[src/rtl/fir_decim_out.sv]
// Decimate FIR/MAC samples, round and saturate them, and queue the results in a small FIFO.
// 2-edge latency from a selected din to dout_valid; a full FIFO with no pop drops the sample and sets ovf_flag.
module fir_decim_out #(
   parameter int WIDTH_IN        = 16,
   parameter int WIDTH_OUT       = 8,
   parameter int SHIFT           = 4,
   parameter int DECIM           = 4,
   parameter int LOG2_DECIM      = 2,
   parameter int FIFO_DEPTH      = 4,
   parameter int LOG2_FIFO_DEPTH = 2
) (
   input  logic                 clk,
   input  logic                 rst,
   input  logic [WIDTH_IN-1:0]  din,
   input  logic                 din_valid,
   output logic [WIDTH_OUT-1:0] dout,
   output logic                 dout_valid,
   input  logic                 dout_ready,
   output logic                 sat_flag,
   output logic                 ovf_flag,
   input  logic                 flag_clr
);

   localparam int WS = WIDTH_IN + 1;
   localparam logic signed [WS-1:0] RND  = WS'(1 << (SHIFT - 1));
   localparam logic signed [WS-1:0] MAXV = WS'((1 << (WIDTH_OUT - 1)) - 1);
   localparam logic signed [WS-1:0] MINV = WS'(-(1 << (WIDTH_OUT - 1)));

   logic [LOG2_DECIM-1:0]        phase;
   logic                         sel;
   logic signed [WS-1:0]         din_ext;
   logic signed [WS-1:0]         rnd_sum;
   logic signed [WS-1:0]         scaled;
   logic [WIDTH_OUT-1:0]         sat_dat;
   logic                         clip;

   logic                         s1_vld;
   logic [WIDTH_OUT-1:0]         s1_dat;

   logic [WIDTH_OUT-1:0]         mem [FIFO_DEPTH];
   logic [LOG2_FIFO_DEPTH-1:0]   wr_ptr;
   logic [LOG2_FIFO_DEPTH-1:0]   rd_ptr;
   logic [LOG2_FIFO_DEPTH:0]     count;
   logic                         full;
   logic                         push;
   logic                         pop;
   logic                         drop;

   assign sel = din_valid && (phase == '0);

   // One guard bit keeps din + rounding constant from overflowing before the shift.
   always_comb begin
      din_ext = {din[WIDTH_IN-1], din};
      rnd_sum = din_ext + RND;
      scaled  = rnd_sum >>> SHIFT;
      clip    = 1'b0;
      sat_dat = WIDTH_OUT'(scaled);
      if (scaled > MAXV) begin
         sat_dat = WIDTH_OUT'(MAXV);
         clip    = 1'b1;
      end else if (scaled < MINV) begin
         sat_dat = WIDTH_OUT'(MINV);
         clip    = 1'b1;
      end
   end

   always_ff @(posedge clk or negedge rst) begin
      if (!rst) begin
         phase  <= '0;
         s1_vld <= 1'b0;
         s1_dat <= '0;
      end else begin
         if (din_valid)
            phase <= (phase == LOG2_DECIM'(DECIM - 1)) ? '0 : phase + 1'b1;
         s1_vld <= sel;
         if (sel)
            s1_dat <= sat_dat;
      end
   end

   assign dout_valid = (count != '0);
   assign dout       = mem[rd_ptr];
   assign full       = (count == (LOG2_FIFO_DEPTH + 1)'(FIFO_DEPTH));
   assign pop        = dout_valid && dout_ready;
   // A pop in the same edge frees the slot, so a full FIFO still accepts the push.
   assign push       = s1_vld && (!full || pop);
   assign drop       = s1_vld && full && !pop;

   always_ff @(posedge clk or negedge rst) begin
      if (!rst) begin
         for (int i = 0; i < FIFO_DEPTH; i++)
            mem[i] <= '0;
         wr_ptr <= '0;
         rd_ptr <= '0;
         count  <= '0;
      end else begin
         if (push) begin
            mem[wr_ptr] <= s1_dat;
            wr_ptr      <= wr_ptr + 1'b1;
         end
         if (pop)
            rd_ptr <= rd_ptr + 1'b1;
         if (push && !pop)
            count <= count + 1'b1;
         else if (pop && !push)
            count <= count - 1'b1;
      end
   end

   // A set in the same edge as flag_clr wins.
   always_ff @(posedge clk or negedge rst) begin
      if (!rst) begin
         sat_flag <= 1'b0;
         ovf_flag <= 1'b0;
      end else begin
         if (sel && clip)
            sat_flag <= 1'b1;
         else if (flag_clr)
            sat_flag <= 1'b0;
         if (drop)
            ovf_flag <= 1'b1;
         else if (flag_clr)
            ovf_flag <= 1'b0;
      end
   end

endmodule
[config.mk]
export PLATFORM = sky130hd
export DESIGN_NAME = fir_decim_out
export DESIGN_NICKNAME = d
export VERILOG_FILES = /design/src/rtl/fir_decim_out.sv
export SDC_FILE = /design/constraint.sdc
export NUM_CORES = 1
export LEC_CHECK = 0
export BUFFER_PORTS_ARGS = -buffer_cell sky130_fd_sc_hd__buf_2
export CAP_MARGIN = 20
export CORE_ASPECT_RATIO = 1.25
export CORE_MARGIN = 5
export CORE_UTILIZATION = 40
export DETAILED_ROUTE_END_ITERATION = 12
export GPL_TIMING_DRIVEN = 1
export HOLD_SLACK_MARGIN = 0.06
export SYNTH_ARGS = -nofsm -noshare
export SYNTH_HDL_FRONTEND = slang
export SYNTH_SLANG_ARGS = --single-unit
[constraint.sdc]
create_clock -name clk -period 2.15 [get_ports clk]
set_input_delay 0.645 -clock clk [delete_from_list [all_inputs] [get_ports clk]]
set_output_delay 0.645 -clock clk [all_outputs]
set_load 0.01 [all_outputs]
==> results.md <==
- Status: finished with violations
- Failing checks: negative setup slack
- Fin. Hold Viols: 0
- Yosys cell types: 37
- Avg WL per Cell: 13.7 µm
- WHS: about 0.26 ns
- Slew Limit Headroom: a little over two thirds
- Mean post-synth cell area: between 10 and 15 µm²
- # rows: 33
- Post-DP HPWL: 3680 µm
- CP Capture Type: output pin
- ANT nets after route: 0
- Async set-reset flop share out of synthesis: 100%
- CP cell instances: buf_12 -> mux4_2 -> buf_6
- Fin Setup TNS: -0.0153 ns
- Gr ovfl total: 0
- # IOs: 32
- Post-synth EDFFs: 0
- Worst hold-check path type: in -> async
- TritonRoute pass-1 iters: 4
- Clock root cell: clkbuf_8
- Initial antenna violation count: 0
- Later-pin clock latency in the skew report: ~0.30 ns
- Synth Warn #: 0
- CP arrival: 1.52 ns
- Max-cap violations: 0
- Worst-path clk slew: 0.10 ns
- DRC Markers: 0
- Pleak: 1.46 nW
- ANT cells: 0
- Endpoints failing setup: 1
- Share of post-route cells with drive strength above 1: between 40 and 50%
- Setup crit start kind: register
- Clk_skew: 0.0110 ns
- CTS HTree Levels: 2
- First-pass GRT wire length: 8370 µm
- Post-synth top cells: 52 x dfrtp_1, 34 x mux2_2, 12 x nand2_1, 12 x o21ai_0, 11 x inv_1
- Critical path fanouts, max: 8
- Flops & latches, synth: 52
- Port-buffer cells: 28
- Final min period: ~2.2 ns
- Max incr delay on CP: 0.53 ns
- DRT Wirelength: just under 5000 µm
- Final worst path period share: 101%
- Switching power share of the total: 31.8%
- Clock power share: 15.6%
- Fmax: 462 MHz
- Clock tree from TritonCTS: yes
- Die Wd: roughly 83 µm
- Final Slew Violations: 0
- Worst Path Buf+Inv: 2
- Synth-to-layout area growth: 22.5%
- Die height: 101 µm
- Nets: 292
- Synth top area share: 49.4%
- Max IR drop VDD: roughly 0.52 mV
- Vias in the first global route: around 1,800
- Iteration-0 DRC Markers: 30
- Clk buf depth: 2
- Pwr Density: roughly 1300 mW/mm²
- Pin count of the biggest net entering global routing: 23
- Synthesized area: 0.00264 mm²
- CTS sink cnt: 52
- CP max stage cell: mux4_2
- Total core area: 0.00648 mm²
- Synth area leaders: dfrtp_1 49%, mux2_2 15%, mux4_2 6.8%
- Int Power: 0.00288 W
- Starting Density: 40.6%
- Gr usage total: 13.1%
- Fin util: 49.8%
- RSZ-0062 raised after global routing: true
- Area leader, netlist: dfrtp_1
- Sequential share of the synthesized area: between 40% and 50%
- Logic pwr share: 41.8%
- Die ar.: 0.00832 mm²
- Vias post-DR: 1,748
- CTS Buf Count: 5
- Slew @ Worst Pin: around 0.46 ns
- WP data required: 1.50 ns
- RePlAce Congestion: 0.806
- Final Worst Setup Slack: -0.0153 ns
- Post-Syn Nets: 239
- Ys flop type: dfrtp_1
- Most common cell in the netlist: dfrtp_1
- Via density: between 4 and 5
- Share of power burned in registers: 42.5%
- Synth Instances: between 200 and 250
- Psw: 0.00134 W
- CP Class: reg -> out
- Top delay family on crit path: multiplexers
- Power after layout: 0.00423 W
## repair_timing
action,in CTS,in global routing
endpoints found under the setup margin,8,10
hold buffers,0,0
resized for setup,2,5
gates cloned,0,0
setup buffers,1,1
## layout make-up
cell class / instances / area [µm²]
Clock inverter: 2 / 38.8
Fill cell: 592 / 3260
Timing Repair Buffer: 52 / 377
Clock buffer: 6 / 72.6
Multi-Input combinational cell: 140 / 1290
Sequential cell: 52 / 1300
Inverter: 11 / 41.3
Tap cell: 87 / 109
## cells by family (layout without fill, tap and decap cells)
| group | count (synthesis) | after routing | share of synthesized area, % |
|---|---|---|---|
| multiplexers | 45 | 45 | 22.5 |
| XOR/XNOR | 12 | 12 | 3.99 |
| AO/OA/AOI/OAI | 23 | 23 | 6.36 |
| AND/OR/NAND/NOR | 51 | 51 | 10.6 |
| adder cells (fa/ha/maj) | 9 | 9 | 4.56 |
| buffers and inverters | 17 | 71 | 2.61 |
| flip-flops | 52 | 52 | 49.4 |
## flip-flops by register name, summed over array words and instances, names as in the netlist
name / count
count: 3
mem: 32
ovf_flag: 1
phase: 2
rd_ptr: 2
s1_dat: 8
s1_vld: 1
sat_flag: 1
wr_ptr: 2
## power groups by stage
stage	clock network (W)	registers (W)	logic, W
2_1_floorplan	0	0.00168	0.00120
3_3_place_gp	0	0.00181	0.00160
3_5_place_dp	0	0.00183	0.00163
4_1_cts	0.000686	0.00180	0.00170
5_1_grt	0.000726	0.00187	0.00196
6_report	0.000661	0.00180	0.00177
## per-stage QoR
| step | area, µm² | instances | setup WS (ns) |
|---|---|---|---|
| 2_1_floorplan | 2650 | 209 | 0.0199 |
| 3_3_place_gp | 3060 | 340 | -0.0243 |
| 3_5_place_dp | 3060 | 340 | -0.0512 |
| 4_1_cts | 3190 | 349 | -0.0271 |
| 5_1_grt | 3230 | 350 | -0.0709 |
| 6_report | 3230 | 350 | -0.0153 |
## placed cells by master, fill, tap and decap left out, types with 6 or more instances in the layout
| master | instances |
|---|---|
| dfrtp_1 | 52 |
| mux2_2 | 34 |
| buf_2 | 23 |
| buf_4 | 22 |
| o21ai_0 | 12 |
| inv_1 | 11 |
| nand2_1 | 11 |
| nor2_1 | 9 |
| mux4_2 | 8 |
| ha_1 | 8 |
| xnor2_1 | 6 |
| xor2_1 | 6 |
## layer usage
metal / track usage (%) / vias to the layer above / wire [µm]
met4: 5.16 / 0 / 87
met3: 1.70 / 5 / 137
met2: 22.4 / 24 / 2470
met5: 0 / - / 0
li1: - / 858 / -
met1: 16.7 / 861 / 2120
## worst paths after layout
kind                       endpoint      start  cells after the start  slack, ns
setup / recovery            dout[4]  rd_ptr[0]                      3      -0.02
hold / removal               mem[2]        rst                      1       0.26
setup reg to reg           count[1]   count[1]                      7       0.14
hold reg to reg            ovf_flag     s1_vld                      2       0.49
max in group asynchronous  count[1]        rst                      2       1.33
min in group clk           ovf_flag     s1_vld                      2       0.49
(Power assumes the default switching activity.)
